File: src/rtl/wb_pkg.sv
// Shared definitions for the writeback stage: functional-unit codes,
// default queue depth and the round-robin grant helper.
package wb_pkg;

    localparam int WB_DEPTH = 2;
    localparam int REG_W    = 5;

    typedef enum logic [1:0] {
        UNIT_AM   = 2'b00,
        UNIT_MEM  = 2'b01,
        UNIT_MUL  = 2'b10,
        UNIT_NONE = 2'b11
    } unit_e;

    // First requesting unit in AM->MEM->MUL order, starting after the last grant.
    function automatic unit_e rr_pick(input unit_e last, input logic [2:0] req);
        unit_e first_u;
        unit_e second_u;
        unit_e third_u;
        unit_e pick;
        case (last)
            UNIT_AM: begin
                first_u  = UNIT_MEM;
                second_u = UNIT_MUL;
                third_u  = UNIT_AM;
            end
            UNIT_MEM: begin
                first_u  = UNIT_MUL;
                second_u = UNIT_AM;
                third_u  = UNIT_MEM;
            end
            default: begin
                first_u  = UNIT_AM;
                second_u = UNIT_MEM;
                third_u  = UNIT_MUL;
            end
        endcase
        if (req[first_u]) begin
            pick = first_u;
        end else if (req[second_u]) begin
            pick = second_u;
        end else if (req[third_u]) begin
            pick = third_u;
        end else begin
            pick = UNIT_NONE;
        end
        return pick;
    endfunction

endpackage

File: src/rtl/wb_queue.sv
// Small FIFO holding completed results of one functional unit.
// DEPTH must be a power of two so the pointers wrap naturally.
module wb_queue
    import wb_pkg::*;
#(
    parameter int DEPTH = WB_DEPTH,
    parameter int W     = 37,
    parameter int CNT_W = $clog2(DEPTH) + 1
) (
    input  logic             clock,
    input  logic             reset,
    input  logic             push,
    input  logic [W-1:0]     push_data,
    input  logic             pop,
    output logic [W-1:0]     head_data,
    output logic [CNT_W-1:0] count,
    output logic             full,
    output logic             empty
);
    localparam int PTR_W = (DEPTH > 1) ? $clog2(DEPTH) : 1;

    logic [W-1:0]     mem_q [DEPTH];
    logic [W-1:0]     mem_d [DEPTH];
    logic [PTR_W-1:0] wr_ptr_q, wr_ptr_d;
    logic [PTR_W-1:0] rd_ptr_q, rd_ptr_d;
    logic [CNT_W-1:0] count_q, count_d;

    // Next storage, pointer and occupancy state.
    always_comb begin
        mem_d    = mem_q;
        wr_ptr_d = wr_ptr_q;
        rd_ptr_d = rd_ptr_q;
        count_d  = count_q;
        if (push) begin
            mem_d[wr_ptr_q] = push_data;
            wr_ptr_d        = wr_ptr_q + PTR_W'(1);
        end else begin
            wr_ptr_d = wr_ptr_q;
        end
        if (pop) begin
            rd_ptr_d = rd_ptr_q + PTR_W'(1);
        end else begin
            rd_ptr_d = rd_ptr_q;
        end
        case ({push, pop})
            2'b10:   count_d = count_q + CNT_W'(1);
            2'b01:   count_d = count_q - CNT_W'(1);
            default: count_d = count_q;
        endcase
    end

    // Queue state registers.
    always_ff @(posedge clock or negedge reset) begin
        if (!reset) begin
            mem_q    <= '{default: '0};
            wr_ptr_q <= '0;
            rd_ptr_q <= '0;
            count_q  <= '0;
        end else begin
            mem_q    <= mem_d;
            wr_ptr_q <= wr_ptr_d;
            rd_ptr_q <= rd_ptr_d;
            count_q  <= count_d;
        end
    end

    assign head_data = mem_q[rd_ptr_q];
    assign count     = count_q;
    assign full      = (count_q == CNT_W'(DEPTH));
    assign empty     = (count_q == '0);

endmodule

File: src/rtl/writeback_arbiter.sv
// Collects AluMisc/Mem/Mult results into per-unit queues and issues one
// register-file write plus scoreboard release per cycle, round-robin.
module writeback_arbiter
    import wb_pkg::*;
#(
    parameter int DEPTH  = WB_DEPTH,
    parameter int DATA_W = 32
) (
    input  logic              clock,
    input  logic              reset,
    input  logic              am_wb_valid,
    input  logic [REG_W-1:0]  am_wb_regdest,
    input  logic              am_wb_writereg,
    input  logic [DATA_W-1:0] am_wb_data,
    output logic              am_wb_ready,
    input  logic              mem_wb_valid,
    input  logic [REG_W-1:0]  mem_wb_regdest,
    input  logic              mem_wb_writereg,
    input  logic [DATA_W-1:0] mem_wb_data,
    output logic              mem_wb_ready,
    input  logic              mul_wb_valid,
    input  logic [REG_W-1:0]  mul_wb_regdest,
    input  logic              mul_wb_writereg,
    input  logic [DATA_W-1:0] mul_wb_data,
    output logic              mul_wb_ready,
    output logic [REG_W-1:0]  wb_reg_writeaddr,
    output logic [DATA_W-1:0] wb_reg_writedata,
    output logic              wb_reg_writeenable,
    output logic [REG_W-1:0]  wb_sb_writeaddr,
    output logic [1:0]        wb_sb_registerunit,
    output logic              wb_sb_enablewrite
);
    localparam int CNT_W = $clog2(DEPTH) + 1;
    localparam int ENT_W = REG_W + DATA_W;

    logic [2:0]        valid_s, writereg_s, push_s, pop_s, full_s, empty_s;
    logic [REG_W-1:0]  regdest_s [3];
    logic [DATA_W-1:0] data_s    [3];
    logic [ENT_W-1:0]  head_s    [3];
    logic [CNT_W-1:0]  count_s   [3];
    logic [ENT_W-1:0]  grant_head_s;
    unit_e             grant_s;

    unit_e             last_q, last_d;
    logic              strobe_q, strobe_d;
    logic [REG_W-1:0]  waddr_q, waddr_d;
    logic [DATA_W-1:0] wdata_q, wdata_d;
    logic [1:0]        unit_q, unit_d;

    assign valid_s      = {mul_wb_valid, mem_wb_valid, am_wb_valid};
    assign writereg_s   = {mul_wb_writereg, mem_wb_writereg, am_wb_writereg};
    assign regdest_s[0] = am_wb_regdest;
    assign regdest_s[1] = mem_wb_regdest;
    assign regdest_s[2] = mul_wb_regdest;
    assign data_s[0]    = am_wb_data;
    assign data_s[1]    = mem_wb_data;
    assign data_s[2]    = mul_wb_data;

    assign am_wb_ready  = (count_s[0] < CNT_W'(DEPTH));
    assign mem_wb_ready = (count_s[1] < CNT_W'(DEPTH));
    assign mul_wb_ready = (count_s[2] < CNT_W'(DEPTH));

    // Stores and writes to r0 are consumed by the handshake but never queued.
    always_comb begin
        push_s = 3'b000;
        for (int i = 0; i < 3; i++) begin
            push_s[i] = valid_s[i] & ~full_s[i] & writereg_s[i] & (regdest_s[i] != '0);
        end
    end

    for (genvar g = 0; g < 3; g++) begin : g_q
        wb_queue #(.DEPTH(DEPTH), .W(ENT_W), .CNT_W(CNT_W)) u_q (
            .clock     (clock),
            .reset     (reset),
            .push      (push_s[g]),
            .push_data ({regdest_s[g], data_s[g]}),
            .pop       (pop_s[g]),
            .head_data (head_s[g]),
            .count     (count_s[g]),
            .full      (full_s[g]),
            .empty     (empty_s[g])
        );
    end

    // Grant selection, head pop and next write-port values.
    always_comb begin
        grant_s      = rr_pick(last_q, ~empty_s);
        pop_s        = 3'b000;
        grant_head_s = '0;
        last_d       = last_q;
        strobe_d     = 1'b0;
        waddr_d      = waddr_q;
        wdata_d      = wdata_q;
        unit_d       = unit_q;
        case (grant_s)
            UNIT_AM: begin
                pop_s        = 3'b001;
                grant_head_s = head_s[0];
            end
            UNIT_MEM: begin
                pop_s        = 3'b010;
                grant_head_s = head_s[1];
            end
            UNIT_MUL: begin
                pop_s        = 3'b100;
                grant_head_s = head_s[2];
            end
            default: begin
                pop_s        = 3'b000;
                grant_head_s = '0;
            end
        endcase
        if (grant_s != UNIT_NONE) begin
            last_d   = grant_s;
            strobe_d = 1'b1;
            waddr_d  = grant_head_s[ENT_W-1:DATA_W];
            wdata_d  = grant_head_s[DATA_W-1:0];
            unit_d   = grant_s;
        end else begin
            strobe_d = 1'b0;
        end
    end

    // Arbitration pointer and write-port registers.
    always_ff @(posedge clock or negedge reset) begin
        if (!reset) begin
            last_q   <= UNIT_AM;
            strobe_q <= 1'b0;
            waddr_q  <= '0;
            wdata_q  <= '0;
            unit_q   <= 2'b00;
        end else begin
            last_q   <= last_d;
            strobe_q <= strobe_d;
            waddr_q  <= waddr_d;
            wdata_q  <= wdata_d;
            unit_q   <= unit_d;
        end
    end

    assign wb_reg_writeaddr   = waddr_q;
    assign wb_reg_writedata   = wdata_q;
    assign wb_reg_writeenable = strobe_q;
    assign wb_sb_writeaddr    = waddr_q;
    assign wb_sb_registerunit = unit_q;
    assign wb_sb_enablewrite  = strobe_q;

endmodule

File: config.mk
export PLATFORM = sky130hd
export DESIGN_NAME = writeback_arbiter
export DESIGN_NICKNAME = d
export VERILOG_FILES = /design/src/rtl/wb_pkg.sv /design/src/rtl/wb_queue.sv /design/src/rtl/writeback_arbiter.sv
export SDC_FILE = /design/constraint.sdc
export NUM_CORES = 1
export LEC_CHECK = 0
export BUFFER_PORTS_ARGS = -buffer_cell sky130_fd_sc_hd__buf_2
export CORE_MARGIN = 10
export CORE_UTILIZATION = 45
export CTS_CLUSTER_DIAMETER = 50
export DETAILED_ROUTE_END_ITERATION = 8
export PLACE_DENSITY_LB_ADDON = 0.3
export REMOVE_ABC_BUFFERS = 1
export SLEW_MARGIN = 20
export SYNTH_ARGS = -nofsm -noshare
export SYNTH_HDL_FRONTEND = slang
export SYNTH_HIERARCHICAL = 1
export SYNTH_SLANG_ARGS = --single-unit
File: constraint.sdc
create_clock -name clock -period 2.1 [get_ports clock]
set_clock_uncertainty 0.05 [all_clocks]
set_input_delay 0.315 -clock clock [delete_from_list [all_inputs] [get_ports clock]]
set_output_delay 0.315 -clock clock [all_outputs]
set_load 0.02 [all_outputs]
# Word level (Yosys, flattened, before mapping)
# Cells that the tools add are included.
# W data, S select, Z words.
# classes
addsub	12
magnitude_cmp	15
n_eq_ne	13
mux	36
bitwise_logic	19
reduce_logical	14
# ops
op	count
$mux W37	12
$bwmux W74	3
$demux W37 S1	3
$pmux W37 S3	1
$pmux W2 S2	6
$reduce_bool A5 Y1	3
$eq A2 B2 Y1 const B	7
$ge A2 B2 Y1 const B	6
$not A1 Y2	6
$eq A2 B1 Y1 const B	5
$logic_not A2 Y1	5
$and A1 B1 Y1	9
$lt A2 B3 Y1 const B	3
$pmux W3 S3	1
$add A1 B1 Y1 const B	6
$add A2 B1 Y2 const B	3
$bmux W1 S2	3
$lt A2 B1 Y1 const B	3
$lt A2 B2 Y1 const B	3
$mux W2	3
$reduce_bool A2 Y1	3
$sub A2 B1 Y2 const B	3
$mux W1	4
$logic_and A1 B1 Y1	3
3 further kinds	5
# totals
regBits	274
input_bits	119
elab_cells	128

# Depth between registers and ports, before layout
# logic_depth
word_depth	11
depth_mapped	10
depth_no_buf	9

# Modules after synthesis
# The synthesis kept the hierarchy.
# by_module_without_submodules
mod	n_inst	cells_per_inst	area_per_inst_um2	seq_area_each_um2
wb_queue	3	211	3399.5	1951.9
writeback_arbiter	1	200	2429.8	1001.0

# Least setup slack after synthesis
# No wires, ideal clock.
# synth_path
path_type	flip-flop to flip-flop
startpoint	register g_q[1].u_q.count_q[0]
endpoint	register g_q[1].u_q.count_q[1]
arrival_time_ps	2017
required_ps	1971
slack_ps	-46
path_stages_with_launch	10
synth_period_minus_slack_ps	2146
cell_sequence	dfrtp_1 -> nor2_1 -> nor2_1 -> o31a_1 -> buf_2 -> buf_4 -> and2_1 -> ha_1 -> nor2_1 -> xor2_1
# synth_via
elab_chain_len	11
elab_cells_between_ends	26
cone_classes	2 x add/sub; 5 x eq/ne; 11 x mux; 5 x bitwise; 3 x reduce/logical
# synth_rtl
element	line_no	source
start: declaration	wb_queue.sv:26	logic [CNT_W-1:0] count_q, count_d;
start signal: assignment	wb_queue.sv:63	count_q <= count_d;
$logic_not A2 Y1 *	wb_queue.sv:70	assign empty = (count_q == '0);
via empty_s[1]	writeback_arbiter.sv:36	logic [2:0] valid_s, writereg_s, push_s, pop_s, full_s, empty_s;
$not A3 Y3 *	writeback_arbiter.sv:87	grant_s = rr_pick(last_q, ~empty_s);
$bmux W1 S2	wb_pkg.sv:42	end else if (req[third_u]) begin
$mux W1 (not written as such)	wb_pkg.sv:42	
$mux W2	wb_pkg.sv:42	
$mux W2	wb_pkg.sv:40	end else if (req[second_u]) begin
$mux W2 *	wb_pkg.sv:38	if (req[first_u]) begin
$eq A2 B2 Y1 (tied with other cells)	writeback_arbiter.sv:95	case (grant_s)
$pmux W3 S3 *	writeback_arbiter.sv:95	
via pop_s[1]	writeback_arbiter.sv:36	
$eq A2 B1 Y1 or $eq A2 B2 Y1 (tied branches)	wb_queue.sv:45	case ({push, pop})
$pmux W2 S2 or $reduce_bool A2 Y1 (tied branches)	--	
# The timed path passes the listed nets; every way through them passes the cells marked *. The select of a mux whose other input is x is not followed.
# A chain may end at the register's enable or synchronous reset.

# Final worst setup path
# layout_path
startpoint	register g_q[1].u_q.count_q[1]
endpoint	register g_q[1].u_q/mem_q[43] in the netlist's numbering
# layout_via
elab_chain_len	5
# layout_rtl
element	line_no	source
$eq A2 B2 Y1	wb_queue.sv:69	assign full = (count_q == CNT_W'(DEPTH));
via full_s[1]	writeback_arbiter.sv:36	
$not A1 Y1	writeback_arbiter.sv:67	push_s[i] = valid_s[i] & ~full_s[i] & writereg_s[i] & (regdest_s[i] != '0);
$and A1 B1 Y1 (3 in a row)	writeback_arbiter.sv:67	
via push_s[1]	writeback_arbiter.sv:36	
end signal: assignment	wb_queue.sv:60	mem_q <= mem_d;
end: declaration	wb_queue.sv:22	logic [W-1:0] mem_q [DEPTH];
# The timed path passes the listed nets, and every way through them passes these cells.

==> impl_metrics.ini <==
[critical_path]
crit_buf_inv = 2
path_depth = 6
r2r_cells = 6
max_stage_delay_ns = 0.42
crit_arrival_ns = 2.35
critPathSlowestCell = dfrtp_1
cp.required_ns = 2.43
worstPathMaxFanout = 25
cp-end-kind = flop
worstSetupPathType = reg -> reg
crit_chain = nor2b_1 -> nor3_2 -> inv_1 -> nor2_4 -> buf_12 -> mux2_2
cp-start-kind = flop
crit_family = simple AND/OR/NAND/NOR gates

[sta]
period_minus_slack_ns = 2.02
hold_viol = 0
drv_slew = 0
fmax_mhz = 496
setup_tns_ns = 0
rsz0062_at_grt = true
post-route-period-util = 0.960
relSlewSlack = 0.694
setup_viol = 0
tightestPinTransition_ns = 0.456

[die]
die_y_um = 188
rows = 61
die_w_um = 188
num_io_pins = 168
core_area_um2 = 27700
die_area_um2 = 35200
start_util = 0.456

[drt]
met2_length_um = 14100
routed.top_layer = met5
avgViaCountPerCell = 5.05
routed_wl_um = 29600
routed-via-count = 7489
wl_met1_um = 13800
drt_iter0_markers = 296
wl_per_cell_um = 20.0
ant_nets = 0
drc = 0
firstDrtPassIters = 4
met3_length_um = 1200

[final_layout]
drive_gt1_frac = 0.554
post-route-util = 0.565
area_growth_pct = 23.9
fillCellCount = 2253
fin_nets = 1205
regArea_um2 = 6860
multiInputGateArea_um2 = 5320

[grt]
grt_antenna_before_repair = 3
grt_max_degree = 76
overflow = 0
grt_pass1_vias = 8386
grt_pass1_wl_um = 47700
grt_use_total = 0.168

[clock_network]
post_cts_buffers = 0
clock_sinks = 274
h-tree-depth = 2
cts_buffers = 34
clkTransAtPathRegs_ns = 0.06
cts_root_buffer = clkbuf_16
cts_tree = built
cts.path.max_buffers = 3
clock_latency_ns = 0.50

[logic_synthesis]
netlist_area_um2 = 12600
synth-edff-count = 0
synth.distinct_cells = 28
ys_ff_latch = 274
ys.flop_type = dfrtp_1
ys_seq_area_frac = 0.543
synth_cells = 833
synthArstFlopShare = 1.00
syn_area_per_cell_um2 = 15.2
yosysWarnings = 6

[outcome]
outcome = finished, final reports clean

[job]
cap_violations = 0

[pwr]
p_leak_nw = 7.15
total_power_mw = 27.0
peakVddDrop_mv = 1.02
power_density_nw_per_um2 = 1720

[worst_hold_path]
hold_path_class = in -> reg
min_path_cells = 2

[place]
hpwl_um = 20400
gp_congestion = 0.749
port_buffers = 167
synthesized netlist by cell type (5+ instances only):
master / number / share of area
mux2_2: 327 / 0.29
buf_2: 15 / 0.0059
dfrtp_1: 274 / 0.54
buf_8: 9 / 0.011
mux2_1: 6 / 0.0053
xor2_1: 9 / 0.0062
mux2i_1: 111 / 0.088
inv_1: 7 / 0.0021
nand2_1: 5 / 0.0015
xnor2_1: 6 / 0.0042
clkbuf_8: 9 / 0.0098
buf_4: 14 / 0.0083
nor2_1: 12 / 0.0036
registers in the layout (all words and copies together), names as in the netlist:
name                flops
g_q.u_q/count           6
g_q.u_q/mem_q         222
g_q.u_q/rd_ptr_q        3
g_q.u_q/wr_ptr_q        3
wb_reg_writeaddr        5
wb_reg_writedata       32
wb_reg_writeenable      1
wb_sb_registerunit      2
cell families after synthesis:
logic type | synth area share
AOI/OAI and AO/OA | 0.00545
xor gates and xnor gates | 0.0104
adders and majority gates | 0.00297
buffers and inverters | 0.0386
DFF | 0.543
muxes | 0.385
and+or+nand+nor | 0.0147
final cells by class:
class,instances,share of cell area
antenna,1,0.000160
clock buffer,45,0.0590
clock inverter,11,0.00800
inverter,7,0.00168
multi-input combinational,503,0.340
sequential,274,0.438
tap,378,0.0302
timing repair buffer,263,0.123
layout by cell type, fill, tap and decap left out, types with 3 or more instances in the layout:
cell,n
nor2_4,3
or4_1,3
nand2_1,5
xor2_1,9
clkbuf_16,35
buf_2,166
nor2_2,3
nand2_2,3
ha_1,3
nor2b_1,4
buf_4,31
dfrtp_2,3
clkinv_2,4
buf_12,19
mux2_2,327
clkbuf_1,9
mux2i_1,111
inv_6,3
dfrtp_1,271
mux2_1,6
nor2_1,9
inv_1,7
xnor2_1,6
dlygate4sd3_1,44
final timing paths:
check | startpoint | to | slack, ns
max | g_q[1].u_q/count[1] | g_q[1].u_q/mem_q[43] | 0.08
min | am_wb_data[31] | g_q[0].u_q/mem_q[68] | 0.02
max reg2reg | g_q[1].u_q/count[1] | g_q[1].u_q/mem_q[43] | 0.08
min reg2reg | g_q[0].u_q/mem_q[41] | g_q[0].u_q/mem_q[41] | 0.43
max in group asynchronous | reset | wb_reg_writedata[31] | 1.07
min in group asynchronous | reset | g_q[1].u_q/mem_q[18] | 0.23
worst reg2reg max path, stage by stage (launching register included):
cell and delay, ns:
dfrtp_1 0.42, nor2b_1 0.16, nor3_2 0.32, inv_1 0.16, nor2_4 0.18, buf_12 0.23, mux2_2 0.37
metal layers:
| metal | track usage | vias up |
|---|---|---|
| met5 | 0 | - |
| met4 | 0.0342 | 4 |
| met3 | 0.0380 | 41 |
| met2 | 0.277 | 137 |
| met1 | 0.224 | 3821 |
| li1 | - | 3486 |
stage by stage:
step	setup WS [ns]	instance area (µm²)	instances	hold slack (ns)
final	0.0837	15600	1482	0.0190
after global routing	-0.0445	15600	1481	0.00317
after CTS	0.0353	15600	1481	0.0000451
after detailed placement	-0.0825	14100	1381	0.157
after global placement	-0.0381	14100	1381	0.157
after floorplan	-2.06	12200	784	-0.0306
report_power, final:
group | total (mW) | internal [mW] | switching [mW]
combinational | 11.9 | 6.55 | 5.30
clock | 5.51 | 3.35 | 2.17
sequential | 9.61 | 8.09 | 1.52
repair_timing:
| action | 4_1_cts | 5_1_grt |
|---|---|---|
| resized for setup | 1 | 7 |
| hold endpoints to repair | 116 | 0 |
| setup endpoints to repair | 25 | 49 |
| hold buffers | 44 | 0 |
No activity file was read; power rests on OpenSTA's default activity.
